==> config.mk <==
export PLATFORM = sky130hd
export DESIGN_NAME = bus_arbiter
export DESIGN_NICKNAME = d
export VERILOG_FILES = /design/src/rtl/bus_arbiter.sv
export SDC_FILE = /design/constraint.sdc
export NUM_CORES = 1
export LEC_CHECK = 0
export ABC_AREA = 1
export BUFFER_PORTS_ARGS = -buffer_cell sky130_fd_sc_hd__buf_4
export CAP_MARGIN = 0
export CORE_AREA = 3 3 98 100
export CTS_BUF_LIST = sky130_fd_sc_hd__clkbuf_2
export CTS_CLUSTER_SIZE = 20
export DETAILED_ROUTE_END_ITERATION = 8
export DIE_AREA = 0 0 101 103
export GPL_ROUTABILITY_DRIVEN = 0
export PLACE_DENSITY = 0.76
export SETUP_SLACK_MARGIN = 0.5
export SLEW_MARGIN = 15
export SYNTH_ARGS = -nofsm -noshare
export SYNTH_HDL_FRONTEND = slang
export SYNTH_SLANG_ARGS = --single-unit
==> constraint.sdc <==
create_clock -name clk -period 3.6 [get_ports clk]
set_input_delay 0.72 -clock clk [delete_from_list [all_inputs] [get_ports clk]]
set_output_delay 0.72 -clock clk [all_outputs]
set_load 0.05 [all_outputs]
==> src/rtl/bus_arbiter.sv <==
// bus_arbiter
//
// Shares the core's single Sysbus request/response port between the
// instruction cache (IC) and the data cache (DC). One cache owns the bus for
// a whole line transfer: an address beat, then either BEATS write-data beats
// (write) or BEATS tagged response beats (read). Ties in IDLE are broken
// round-robin against the previous grant. There is always at least one IDLE
// cycle between transactions.
//
// Ports
//   clk, reset                    clock, asynchronous active-high reset
//   ic_reqcyc/ic_req/ic_reqtag    I-cache request (valid, address/data, tag)
//   ic_reqack                     bus accepted the current I-cache beat
//   ic_respcyc / ic_respack       response beat valid / consumed (I-cache)
//   dc_*                          same set for the D-cache
//   bus_reqcyc/bus_req/bus_reqtag request beat towards the Sysbus
//   bus_reqack                    Sysbus accepted the request beat
//   bus_respcyc/bus_resptag       response beat from the Sysbus
//   bus_respack                   response beat consumed
//   busy                          a transaction is in progress
//
// All outputs are combinational from state, owner and the current inputs.

module bus_arbiter #(
    parameter int BUS_DATA_WIDTH = 64,
    parameter int BUS_TAG_WIDTH  = 13,
    parameter int BEATS          = 8
) (
    input  logic                      clk,
    input  logic                      reset,

    input  logic                      ic_reqcyc,
    input  logic [BUS_DATA_WIDTH-1:0] ic_req,
    input  logic [BUS_TAG_WIDTH-1:0]  ic_reqtag,
    output logic                      ic_reqack,
    output logic                      ic_respcyc,
    input  logic                      ic_respack,

    input  logic                      dc_reqcyc,
    input  logic [BUS_DATA_WIDTH-1:0] dc_req,
    input  logic [BUS_TAG_WIDTH-1:0]  dc_reqtag,
    output logic                      dc_reqack,
    output logic                      dc_respcyc,
    input  logic                      dc_respack,

    output logic                      bus_reqcyc,
    output logic [BUS_DATA_WIDTH-1:0] bus_req,
    output logic [BUS_TAG_WIDTH-1:0]  bus_reqtag,
    input  logic                      bus_reqack,
    input  logic                      bus_respcyc,
    input  logic [BUS_TAG_WIDTH-1:0]  bus_resptag,
    output logic                      bus_respack,

    output logic                      busy
);

    localparam int CNT_W = $clog2(BEATS) + 1;
    localparam logic [CNT_W-1:0] LAST_BEAT = CNT_W'(BEATS - 1);
    // Direction lives in the tag MSB: 1 = read, 0 = write.
    localparam int DIR_BIT = BUS_TAG_WIDTH - 1;

    typedef enum logic [1:0] {
        S_IDLE,
        S_ADDR,
        S_WDATA,
        S_RESP
    } state_t;

    state_t                     state, state_nx;
    logic                       owner, owner_nx;           // 0 = IC, 1 = DC
    logic                       last_grant, last_grant_nx;
    logic [CNT_W-1:0]           cnt, cnt_nx;
    logic [BUS_TAG_WIDTH-1:0]   tag_q, tag_nx;

    logic                       grant_dc;
    logic                       own_reqcyc;
    logic [BUS_DATA_WIDTH-1:0]  own_req;
    logic [BUS_TAG_WIDTH-1:0]   own_reqtag;
    logic                       own_respack;
    logic                       own_reqack;
    logic                       own_respcyc;
    logic                       beat_vld;
    logic                       beat_take;
    logic                       wbeat_take;

    // On a tie, the client that did not win last time gets the bus.
    assign grant_dc = (ic_reqcyc && dc_reqcyc) ? ~last_grant : dc_reqcyc;

    assign own_reqcyc  = owner ? dc_reqcyc  : ic_reqcyc;
    assign own_req     = owner ? dc_req     : ic_req;
    assign own_reqtag  = owner ? dc_reqtag  : ic_reqtag;
    assign own_respack = owner ? dc_respack : ic_respack;

    // Response beats carrying someone else's tag are neither forwarded nor counted.
    assign beat_vld   = bus_respcyc && (bus_resptag == tag_q);
    assign beat_take  = beat_vld && own_respack;
    assign wbeat_take = bus_reqack && own_reqcyc;

    always_ff @(posedge clk or posedge reset) begin
        if (reset) begin
            state      <= S_IDLE;
            owner      <= 1'b0;
            last_grant <= 1'b0;
            cnt        <= '0;
            tag_q      <= '0;
        end else begin
            state      <= state_nx;
            owner      <= owner_nx;
            last_grant <= last_grant_nx;
            cnt        <= cnt_nx;
            tag_q      <= tag_nx;
        end
    end

    always_comb begin
        state_nx      = state;
        owner_nx      = owner;
        last_grant_nx = last_grant;
        cnt_nx        = cnt;
        tag_nx        = tag_q;
        bus_reqcyc    = 1'b0;
        bus_req       = '0;
        bus_reqtag    = '0;
        bus_respack   = 1'b0;
        own_reqack    = 1'b0;
        own_respcyc   = 1'b0;

        case (state)
            S_IDLE: begin
                if (ic_reqcyc || dc_reqcyc) begin
                    owner_nx      = grant_dc;
                    last_grant_nx = grant_dc;
                    tag_nx        = grant_dc ? dc_reqtag : ic_reqtag;
                    state_nx      = S_ADDR;
                end
            end

            S_ADDR: begin
                bus_reqcyc = 1'b1;
                bus_req    = own_req;
                bus_reqtag = own_reqtag;
                own_reqack = bus_reqack;
                if (bus_reqack) begin
                    cnt_nx   = '0;
                    state_nx = tag_q[DIR_BIT] ? S_RESP : S_WDATA;
                end
            end

            S_WDATA: begin
                // A pause in the owner's reqcyc simply stalls the burst.
                bus_reqcyc = own_reqcyc;
                bus_req    = own_req;
                bus_reqtag = tag_q;
                own_reqack = wbeat_take;
                if (wbeat_take) begin
                    cnt_nx = cnt + CNT_W'(1);
                    if (cnt == LAST_BEAT) begin
                        state_nx = S_IDLE;
                    end
                end
            end

            S_RESP: begin
                own_respcyc = beat_vld;
                bus_respack = beat_take;
                if (beat_take) begin
                    cnt_nx = cnt + CNT_W'(1);
                    if (cnt == LAST_BEAT) begin
                        state_nx = S_IDLE;
                    end
                end
            end

            default: begin
                state_nx = S_IDLE;
            end
        endcase
    end

    assign ic_reqack  = own_reqack  && !owner;
    assign dc_reqack  = own_reqack  &&  owner;
    assign ic_respcyc = own_respcyc && !owner;
    assign dc_respcyc = own_respcyc &&  owner;
    assign busy       = (state != S_IDLE);

endmodule

Word level (Yosys, flattened, before mapping)
Index checks and enable logic that the tools add are counted.
W data, S select, Z words.
{"block": "word_totals", "reg_bits": 20, "elab_cells": 55, "input_bits": 175, "output_inout_bits": 84}
{"block": "classes", "reduce_logical": 17, "n_mux": 23, "n_eq_ne": 9, "n_bitwise": 1, "addsub": 1}
{"operator": "$mux W64", "count": 2}
{"operator": "$mux W13", "count": 2}
{"operator": "$pmux W13 S2", "count": 1}
{"operator": "$eq A13 B13 Y1", "count": 1}
{"operator": "$mux W4", "count": 3}
{"operator": "$pmux W4 S3", "count": 1}
{"operator": "$mux W2", "count": 5}
{"operator": "$logic_and A1 B1 Y1", "count": 8}
{"operator": "$ne A2 B2 Y1 const B", "count": 4}
{"operator": "$pmux W2 S4", "count": 1}
{"operator": "$reduce_and A4 Y1", "count": 2}
{"operator": "$mux W1", "count": 6}
{"operator": "$add A4 B1 Y4 const B", "count": 1}
{"operator": "$eq A2 B2 Y1 const B", "count": 2}
{"operator": "$eq A4 B3 Y1 const B", "count": 1}
{"operator": "$pmux W1 S2", "count": 2}
{"operator": "$reduce_bool A3 Y1", "count": 1}
{"operator": "$eq A2 B1 Y1 const B", "count": 1}
{"operator": "$logic_not A2 Y1", "count": 1}
{"operator": "$reduce_and A2 Y1", "count": 1}
{"operator": "$reduce_bool A2 Y1", "count": 1}
{"operator": "$reduce_or A2 Y1", "count": 1}
{"operator": "$logic_not A1 Y1", "count": 1}
{"operator": "$logic_or A1 B1 Y1", "count": 1}
{"operator": "$not A1 Y1", "count": 1}

Logic depth before layout (Yosys ltp)
Gate-level depths: netlist of run 1.
{"block": "logic_depth", "ltp_word": 5, "mapped_depth": 11, "ltp_nobuf": 11}

Worst setup path before layout of run 1
OpenSTA, ideal clock, no wires.
{"block": "synth_timing", "path_type": "register -> output", "start": "register state[0]", "end": "output port dc_reqack", "path_slack_ns": 0.653, "arrival_ns": 2.227, "required_ns": 2.880, "path_stages_with_launch": 7, "n_path_buf": 1, "cell_sequence": "dfrtp_1 > inv_1 > ha_1 > clkbuf_1 > o21a_1 > nand2_1 > nor2_1"}
{"block": "synth_between", "elab_chain_cells": 3, "elab_cells_between_ends": 4, "classes_between": "eq/ne: 2; mux: 1; reduce/logical: 1"}
{"element": "start, declared", "line_no": "69", "text": "state_t state, state_nx;"}
{"element": "start signal, assigned", "line_no": "107", "text": "state <= state_nx;"}
{"element": "$eq A2 B2 Y1 or $eq A2 B1 Y1 (tied branches)", "line_no": "128", "text": "case (state)"}
{"element": "$pmux W1 S2 *", "line_no": "128"}
{"element": "$logic_and A1 B1 Y1 *", "line_no": "181", "text": "assign dc_reqack = own_reqack && owner;"}
{"element": "end, declared", "line_no": "42", "text": "output logic dc_reqack,"}
Mark *: on every way between the ends. The rest lies on a longest branch, timed or not.

Worst setup path in the final report of run 1
{"block": "layout_timing", "start": "register state[1]", "end": "output port bus_reqtag[9]"}
{"block": "layout_between", "elab_chain_cells": 2, "elab_cells_between_ends": 3, "classes_between": "eq/ne: 2; mux: 1"}
{"element": "$eq A2 B2 Y1 or $eq A2 B1 Y1 (tied branches)", "line_no": "128"}
{"element": "$pmux W13 S2 *", "line_no": "128"}
{"element": "end, declared", "line_no": "48", "text": "output logic [BUS_TAG_WIDTH-1:0] bus_reqtag,"}
Marks and branches as above.

==> results.json, run 1 <==
{
  "crit_arrival_ps": 2210,
  "synth_top_area_cell": "nor2_1",
  "path_class": "reg -> out",
  "timing.final.ws_setup_ps": 673,
  "firstDrtPassIters": 5,
  "vias": 4251,
  "ys_seq_area_frac": 0.187,
  "worstHoldPathType": "in -> async",
  "clk_pin_slew_ps": 200,
  "syn-cell-area_sq_mm": 0.00267,
  "dp_cells": 853,
  "wl_per_cell_um": 15.4,
  "grt_antenna_before_repair": 1,
  "nets": 930,
  "cap_violations": 0,
  "clk_latency_ps": 320,
  "io_pins": 259,
  "start_util": 0.305,
  "slew_violations": 0,
  "cp_max_fo": 14,
  "p_per_area_mw_per_mm2": 1240,
  "drive_above_1_share": 0.371,
  "core_sq_mm": 0.00876,
  "wirelength_mm": 13.2,
  "drt_iter0_drc": 249,
  "cp-end-kind": "primary output",
  "rsz0062_at_grt": "false",
  "synthDistinctLibCells": 27,
  "cts_made_buffers": 3,
  "cp_common_cell": "inv_1",
  "yosys_warnings": 0,
  "syn_area_per_cell_sq_um": 5.21,
  "cts_tree": "built",
  "grt_pass1_wl_mm": 19.1,
  "fp.dieH_um": 103,
  "grt_pass1_vias": 4000,
  "hpwl_mm": 10.5,
  "path_buf_inv": 3,
  "syn_nets": 693,
  "async_flop_share": 1.00,
  "ant_nets": 0,
  "dieWidth_um": 101,
  "tns_ps": 0,
  "syn_to_final_growth_pct": 76.0,
  "filler_cell_count": 887,
  "dpl-instance-area_sq_mm": 0.00466,
  "critical_path.max_stage_delay_ps": 460,
  "drt-vias-per-instance": 4.95,
  "worstPathRequired_ps": 2880,
  "crit_family": "buffers and inverters",
  "clock-sinks": 20,
  "tightest_slew_ps": 839,
  "ir_drop_mv": 0.920,
  "setup_viol": 0,
  "finalNonFillerCells": 858,
  "die_area_sq_mm": 0.0104,
  "fin_skew_ps": 1.98,
  "numPortBuffers": 258,
  "met3_usage": 0.0325,
  "post-cts-setup-buffers": 0,
  "overflow": 0,
  "rows": 34,
  "cts_root_buffer": "clkbuf_2",
  "startpoint_type": "flip-flop",
  "ys_ff_latch": 20,
  "hold_viol": 0,
  "fmax_ghz": 0.342,
  "finalInstanceArea_sq_mm": 0.00470,
  "fin_crit_sh": 0.813,
  "postSynthCellCount": 513,
  "synth_top_cell_area_share": 0.266,
  "p_leak_nw": 2.57,
  "grt_max_degree": 66,
  "groute.usage.overall": 0.227,
  "status": "complete, no violations",
  "drc_errors": 0,
  "synthFlopType": "dfrtp_1",
  "grtUsageMet2": 0.393,
  "h-tree-depth": 1,
  "pre_cts_ws_ps": 837,
  "crit_chain": "inv_1 > ha_1 > inv_1 > nor2_1 > o21ai_0 > a21oi_1 > buf_4",
  "cts_buffer_depth": 2,
  "cp_slowest_cell": "dfrtp_1",
  "busiest_layer": "met2",
  "slew_headroom": 0.440,
  "gr-usage-met1": 0.290,
  "synth.area.top_cells": "nor2_1, dfrtp_1, o21ai_0",
  "synth_edf_count": 0,
  "layout_min_cycle_time_ps": 2930
}
through the flow:
| stage | util | hold slack [ps] | total power, mW |
|---|---|---|---|
| 2_1_floorplan | - | 463 | 4.09 |
| 3_3_place_gp | 0.532 | 489 | 5.63 |
| 3_5_place_dp | 0.532 | 504 | 5.66 |
| 4_1_cts | 0.535 | 541 | 5.79 |
| 5_1_grt | 0.537 | 574 | 6.17 |
| 6_report | 0.537 | 533 | 5.81 |
state kept, by name, summed over array words and instances (netlist names):
signal	count
tag_q	13
last_grant	1
state	2
cnt	4
what timing repair did:
item / 4_1_cts / 5_1_grt
endpoints found under the setup margin: 0 / 6
hold endpoints to repair: 0 / 0
hold buffers: 0 / 0
resized for setup: 0 / 6
cells by family (layout without fill, tap and decap cells):
family                     count (synthesis)  after routing  share of synthesized area
AOI/OAI and AO/OA                        125            125                      0.250
xor gates and xnor gates                   2              2                    0.00656
adders and majority gates                  5              5                     0.0234
buffers and inverters                     71            307                      0.105
DFF                                       20             20                      0.187
other                                      0              1                          0
and+or+nand+nor                          290            290                      0.428
worst paths after layout:
kind / startpoint / slack (ps) / cells past startpoint / end
worst max-delay path: state[1] / 670 / 7 / bus_reqtag[9]
worst min-delay path: reset / 530 / 2 / tag_q[3]
worst max register to register: last_grant / 1260 / 6 / tag_q[10]
worst min register to register: cnt[1] / 550 / 2 / cnt[1]
max in group asynchronous: reset / 2470 / 2 / last_grant
min in group clk: cnt[1] / 550 / 2 / cnt[1]
Yosys cell counts (3+ instances only):
cell type and instances:
nor2_1 189, o21ai_0 92, nand2_1 77, inv_1 36
clkbuf_1 24, dfrtp_1 20, a21oi_1 14, o22ai_1 11
nand4_1 9, nand3_1 7, buf_2 5, ha_1 5
inv_2 4, nor3_1 3
per-layer routing:
metal,vias up,part of all wire
li1,2121,-
met4,0,0.014
met1,1916,0.38
met5,-,0
met3,12,0.085
met2,202,0.52
final cells by class:
class | instances | area (sq um) | share of cell area
repair buffers | 263 | 1990 | 0.424
diodes | 1 | 2.50 | 0.000532
clock buffers | 4 | 20.0 | 0.00426
well taps | 108 | 135 | 0.0287
multi-input cells | 422 | 1890 | 0.403
inverters | 40 | 153 | 0.0325
flip-flops and latches | 20 | 504 | 0.107
where the power goes:
part / leakage, nW / switching (mW) / total (mW) / internal (mW)
Sequential: 0.246 / 0.117 / 0.443 / 0.326
Combinational: 2.30 / 3.80 / 5.26 / 1.46
Clock: 0.0166 / 0.0736 / 0.103 / 0.0294
placed cells by master, fill, tap and decap left out, drive strengths merged:
cell    count
or2         2
o22ai      11
xor2        1
buf       263
clkbuf      4
nand2      78
xnor2       1
o31ai       1
nand4       9
ha          5
dfrtp      20
nor3        3
nand3       8
a21oi      15
diode       1
a31oi       2
nor2      189
o21a        1
or3b        1
inv        40
o21ai      95
No activity file was read; power rests on OpenSTA's default activity.
==> run 2, diff against run 1 <==
--- a/config.mk
+++ b/config.mk
@@ -5,14 +5,14 @@
 export SDC_FILE = /design/constraint.sdc
 export NUM_CORES = 1
 export LEC_CHECK = 0
-export ABC_AREA = 1
+export ABC_AREA = 0
 export BUFFER_PORTS_ARGS = -buffer_cell sky130_fd_sc_hd__buf_4
 export CAP_MARGIN = 0
-export CORE_AREA = 3 3 98 100
+export CORE_AREA = 3 3 100 102
 export CTS_BUF_LIST = sky130_fd_sc_hd__clkbuf_2
 export CTS_CLUSTER_SIZE = 20
 export DETAILED_ROUTE_END_ITERATION = 8
-export DIE_AREA = 0 0 101 103
+export DIE_AREA = 0 0 103 105
 export GPL_ROUTABILITY_DRIVEN = 0
 export PLACE_DENSITY = 0.76
 export SETUP_SLACK_MARGIN = 0.5
==> constraint.sdc (replaced) <==
create_clock -name clk -period 2.8 [get_ports clk]
set_input_delay 0.56 -clock clk [delete_from_list [all_inputs] [get_ports clk]]
set_output_delay 0.56 -clock clk [all_outputs]
set_load 0.05 [all_outputs]
==> run 2 against run 1 <==
- critical path depth up 2
- combinational power up 120%
- worst setup slack worse by 400 ps
- total power up 120%
- first-iteration DRC count down 33%
- hold slack worse by 200 ps
- wire length up 24%
- count of clock-buffer cells in the layout down 1
- via count down 9.4%
- die area up 4.0%
- sequential share of layout area down 3.6 points
- largest cell class unchanged
- highest routed layer unchanged
==> results.json, run 2 <==
{
  "ctsHoldBuffers": 0,
  "synth_top_family_by_area": "multiplexers",
  "rsz0062_at_grt": "true",
  "drc_errors": 0,
  "crit_arrival_ps": 1970,
  "wl_per_cell_um": 21.8,
  "synthFlopType": "dfrtp_1",
  "tightest_slew_ps": 788,
  "ant_nets": 0,
  "start_util": 0.307,
  "status": "complete, no violations",
  "ys_seq_area_frac": 0.178,
  "yosys_warnings": 0,
  "wirelength_mm": 16.3,
  "p_leak_nw": 3.56,
  "cap_violations": 0,
  "clock-sinks": 20,
  "startpoint_type": "flip-flop",
  "yosysMostFrequentCell": "nor2b_1",
  "hold_viol": 0,
  "cts_made_buffers": 3,
  "synthAdderAreaFrac": 0.0222,
  "top_register": "tag_q",
  "worstHoldPathType": "in -> async",
  "numPortBuffers": 258,
  "tns_ps": 0,
  "io_pins": 259,
  "timing.rr.end": "state[1]",
  "synthXorXnorAreaFrac": 0.0311,
  "filler_cell_count": 563,
  "dieWidth_um": 103,
  "clk_latency_ps": 340,
  "register_area_sq_um": 504,
  "slew_violations": 0,
  "power.switching_mw": 6.01,
  "cp-startpoint": "state[1]",
  "layout_min_cycle_time_ps": 2530,
  "cts_root_buffer": "clkbuf_2",
  "syn_area_per_cell_sq_um": 8.41,
  "overflow": 0,
  "grt_max_degree": 35,
  "largest_reg_flops": 13,
  "h-tree-depth": 1,
  "multi_input_area_sq_mm": 0.00293,
  "ir_drop_mv": 1.15,
  "vias": 3851,
  "syn-cell-area_sq_mm": 0.00282,
  "p_seq_frac": 0.048,
  "nets": 816,
  "ys_ff_latch": 20,
  "cts_tree": "built",
  "slew_headroom": 0.474,
  "die_area_sq_mm": 0.0108,
  "syn_to_final_growth_pct": 150,
  "synthMuxAreaShare": 0.341,
  "path_class": "reg -> out",
  "p_total_mw": 12.5,
  "synth_top_cell_area_share": 0.277,
  "postSynthCellCount": 335,
  "fin_crit_sh": 0.904,
  "num_antenna_cells": 0,
  "async_flop_share": 1.00,
  "cp_max_fo": 3,
  "layout_commonest_cell": "buf_4",
  "core_sq_mm": 0.00920,
  "cp-end-kind": "primary output",
  "power_frac_comb": 0.934,
  "setup_viol": 0,
  "clk_pin_slew_ps": 220,
  "crit_path_end": "dc_reqack",
  "synthDistinctLibCells": 40,
  "synth_top_area_cell": "mux2i_1",
  "synth-compound-area-share": 0.115,
  "rows": 35,
  "r2r_slack_ps": 630,
  "drive_above_1_share": 0.728,
  "synth.area.top_cells": "mux2i_1, nor2b_1, dfrtp_1",
  "layout_common_cells": "buf_4, nor2b_4, buf_6",
  "cts_buffer_depth": 2,
  "firstDrtPassIters": 4,
  "reg2regPathDepth": 7,
  "pre_cts_ws_ps": 401,
  "drt_iter0_drc": 166,
  "drt-vias-per-instance": 5.16,
  "fin_skew_ps": 15.3,
  "p_per_area_mw_per_mm2": 1780,
  "reg2reg_from": "state[1]",
  "yosys-top-cells-count": "nor2b_1, mux2i_1, dfrtp_1, nand2_1, mux2_2",
  "yosys.area_share.simple": 0.261,
  "fp.dieH_um": 105,
  "hpwl_mm": 9.70,
  "synth_edf_count": 0,
  "timing.final.ws_setup_ps": 269,
  "p_int_mw": 6.53,
  "grt_pass1_wl_mm": 22.3,
  "grt_antenna_before_repair": 0,
  "fmax_ghz": 0.395,
  "groute.usage.overall": 0.270,
  "syn_nets": 515,
  "grt_pass1_vias": 4082,
  "p_clk_frac": 0.018,
  "worstPathRequired_ps": 2240,
  "largestRegisters": "tag_q: 13 flops, cnt: 4 flops, state: 2 flops",
  "netSwitchingFraction": 0.479
}
run 2: changes by cell type after synthesis, moves of 27 or more:
| cell | before | now |
|---|---|---|
| mux2i_1 | 0 | 78 |
| nor2b_1 | 0 | 81 |
| nand2_1 | 77 | 20 |
| o21ai_0 | 92 | 13 |
| nor2_1 | 189 | 8 |
| inv_1 | 36 | 9 |
run 2: layer usage:
layer | track usage | part of all wire
met1 | 0.310 | 0.36
met2 | 0.482 | 0.53
met3 | 0.0587 | 0.081
met4 | 0.0897 | 0.028
met5 | 0 | 0
run 2: area by class of cell:
type,instances,area share
Sequential cell,20,0.0716
Inverter,9,0.00480
Multi-Input combinational cell,280,0.415
Timing Repair Buffer,322,0.482
Clock buffer,3,0.00213
Clock inverter,1,0.00426
Tap cell,111,0.0197
run 2: timing repair:
item	in CTS	in global routing
setup endpoints to repair	84	84
pin swaps	4	5
gates cloned	15	3
setup buffers	32	7
resized for setup	198	65
run 2: worst max-delay path, stage by stage (launching register included):
cell	delay, ps
dfrtp_1	430
inv_2	70
ha_4	290
buf_12	110
buf_6	90
buf_6	90
nor2b_4	160
nand2_2	90
nor2_2	130
buf_6	180
run 2: metrics by stage:
step | cells | util | hold WS (ps) | area (sq um)
6_report | 746 | 0.766 | 333 | 7040
5_1_grt | 746 | 0.766 | 388 | 7040
4_1_cts | 736 | 0.721 | 362 | 6630
3_5_place_dp | 685 | 0.551 | 526 | 5070
3_3_place_gp | 685 | 0.551 | 517 | 5070
2_1_floorplan | 335 | - | 477 | 3020
run 2: power groups by stage:
stage / sequential, mW / clock (mW) / combinational [mW]
finish: 0.601 / 0.224 / 11.7
global placement: 0.622 / 0 / 6.66
CTS: 0.584 / 0.223 / 10.9
detailed placement: 0.634 / 0 / 6.74
floorplan: 0.521 / 0 / 5.03
global route: 0.617 / 0.231 / 12.1
run 2: worst min-delay path by stage:
stage	startpoint	end	slack, ps	cells after the start
after floorplan	tag_q[5]	tag_q[5]	480	2
after global placement	tag_q[8]	tag_q[8]	520	2
after detailed placement	tag_q[8]	tag_q[8]	530	2
after CTS	reset	tag_q[12]	360	2
after global routing	reset	state[1]	390	2
final	reset	state[1]	330	2
run 2: cells by family after synthesis:
kind of cell / after synthesis
DFF: 20
buffers and inverters: 35
and+or+nand+nor: 125
xor gates and xnor gates: 10
AOI/OAI and AO/OA: 46
muxes: 94
adders and majority gates: 5
==> run 3, diff against run 2 <==
--- a/config.mk
+++ b/config.mk
@@ -14,7 +14,7 @@
 export DETAILED_ROUTE_END_ITERATION = 8
 export DIE_AREA = 0 0 103 105
 export GPL_ROUTABILITY_DRIVEN = 0
-export PLACE_DENSITY = 0.76
+export PLACE_DENSITY = 0.77
 export SETUP_SLACK_MARGIN = 0.5
 export SLEW_MARGIN = 15
 export SYNTH_ARGS = -nofsm -noshare
==> run 3 against run 2 <==
- combinational power is 22% lower
- utilization is 7.7 points lower
- wire length is 8.1% lower
- total power is 21% lower
- die area stayed put
- final cell count is 1.3% lower
- worst setup slack worse by 55 ps
- sequential share of layout area is 0.84 points higher
- non-clock buffer count is 12 lower
- clock skew is 9.2 ps lower
- count of clock-buffer cells in the layout stayed put
- fmax is 2.1% lower
- critical endpoint is now bus_respack
- largest cell class unchanged
==> results.json, run 3 (same netlist as run 2, synthesis figures left out) <==
{
  "startpoint_type": "flip-flop",
  "groute.usage.overall": 0.241,
  "wirelength_mm": 15.0,
  "die_area_sq_mm": 0.0108,
  "fmax_ghz": 0.387,
  "largestRegisters": "tag_q: 13 flops, cnt: 4 flops, state: 2 flops",
  "drt-vias-per-instance": 5.08,
  "largest_reg_flops": 13,
  "dieWidth_um": 103,
  "firstDrtPassIters": 4,
  "ir_drop_mv": 1.09,
  "finalInstanceArea_sq_mm": 0.00634,
  "grt_antenna_before_repair": 1,
  "ant_nets": 0,
  "worstPathRequired_ps": 2240,
  "slew_violations": 0,
  "nets": 804,
  "crit_arrival_ps": 2030,
  "tns_ps": 0,
  "drc_errors": 0,
  "rsz0062_at_grt": "true",
  "start_util": 0.307,
  "drive_above_1_share": 0.722,
  "grt_pass1_wl_mm": 20.5,
  "cp_max_fo": 3,
  "grt_max_degree": 48,
  "filler_cell_count": 662,
  "clk_pin_slew_ps": 210,
  "layout_commonest_cell": "buf_4",
  "wl_per_cell_um": 20.3,
  "grt_pass1_vias": 3780,
  "power_frac_comb": 0.919,
  "h-tree-depth": 1,
  "p_leak_nw": 3.09,
  "netSwitchingFraction": 0.529,
  "cp_slowest_cell": "dfrtp_1",
  "fin_skew_ps": 6.11,
  "fin_crit_sh": 0.923,
  "numPortBuffers": 258,
  "clock-sinks": 20,
  "cts_root_buffer": "clkbuf_2",
  "critical_path.max_stage_delay_ps": 480,
  "layout_common_cells": "buf_4, buf_6, mux2i_1, nor2b_2, nand2_1",
  "layout_min_cycle_time_ps": 2590,
  "drt_iter0_drc": 144,
  "p_int_mw": 4.67,
  "top_register": "tag_q",
  "crit_family": "simple AND/OR/NAND/NOR gates",
  "cp-end-kind": "primary output",
  "cts_buffer_depth": 2,
  "p_clk_frac": 0.022,
  "hpwl_mm": 10.2,
  "vias": 3740,
  "dpl-instance-area_sq_mm": 0.00506,
  "cts_made_buffers": 3,
  "register_area_sq_um": 507,
  "io_pins": 259,
  "overflow": 0,
  "crit_chain": "xnor2_1 > nand4_1 > nor4_4 > nand3_2 > nor2b_2 > buf_6",
  "rows": 35,
  "setup_viol": 0,
  "path_class": "reg -> out",
  "fp.dieH_um": 105,
  "slew_headroom": 0.485,
  "status": "complete, no violations",
  "power.switching_mw": 5.25,
  "core_sq_mm": 0.00920,
  "syn_to_final_growth_pct": 125,
  "hold_viol": 0,
  "multi_input_area_sq_mm": 0.00260,
  "p_total_mw": 9.92,
  "cap_violations": 0,
  "cts_tree": "built",
  "clk_latency_ps": 330,
  "worstHoldPathType": "in -> async",
  "path_buf_inv": 1,
  "tightest_slew_ps": 771,
  "p_per_area_mw_per_mm2": 1570,
  "p_seq_frac": 0.059
}
==> run 3: layout make-up <==
class,count,share of cell area
Clock inverter,1,0.00474
Timing Repair Buffer,310,0.474
Sequential cell,20,0.0800
Inverter,9,0.00533
Multi-Input combinational cell,280,0.411
Antenna cell,2,0.000790
Tap cell,111,0.0219
Clock buffer,3,0.00237
==> run 3: timing repair <==
action / CTS / global route
setup endpoints to repair: 84 / 86
hold buffers: 0 / 0
pin swaps: 10 / 11
resized for setup: 97 / 78
gates cloned: 7 / 2
buffers inserted: 22 / 12
==> run 3: worst reg2reg max path: cells and delay by family (launching register included) <==
| kind | cells | cell delay [ps] |
|---|---|---|
| DFF | 1 | 420 |
| muxes | 1 | 270 |
| and+or+nand+nor | 1 | 270 |
| adders and majority gates | 1 | 200 |
| AOI/OAI and AO/OA | 2 | 510 |
| buffers and inverters | 4 | 490 |
==> run 3: metal layers <==
metal | global-route usage | wire length (um) | share of wire
met2 | 0.428 | 7860 | 0.52
met1 | 0.296 | 5550 | 0.37
met3 | 0.0481 | 1200 | 0.080
met4 | 0.0490 | 359 | 0.024
met5 | 0 | 0 | 0
==> run 3: worst paths after layout <==
| kind | startpoint | to | slack [ps] | depth (start not counted) |
|---|---|---|---|---|
| min reg2reg | cnt[1] | cnt[1] | 580 | 2 |
| max | tag_q[1] | bus_respack | 210 | 6 |
| min | reset | tag_q[7] | 340 | 2 |
| max reg2reg | state[0] | state[1] | 570 | 9 |
| max in group asynchronous | reset | last_grant | 1910 | 2 |
| min in group clk | ic_reqcyc | last_grant | 440 | 2 |
==> run 3: power groups by stage <==
stage	clock (mW)	sequential (mW)	combinational, mW
final	0.221	0.586	9.11
after global routing	0.235	0.593	9.49
after CTS	0.221	0.572	8.16
after detailed placement	0	0.640	6.69
after global placement	0	0.631	6.62
after floorplan	0	0.521	5.03
==> run 3: per-stage QoR <==
step | cells | utilization | hold slack [ps] | setup WS (ps)
final | 736 | 0.689 | 338 | 214
after CTS | 720 | 0.638 | 374 | 190
after global placement | 687 | 0.550 | 518 | 359
after floorplan | 335 | - | 477 | 294
after global routing | 735 | 0.689 | 366 | 88.5
after detailed placement | 687 | 0.550 | 523 | 321
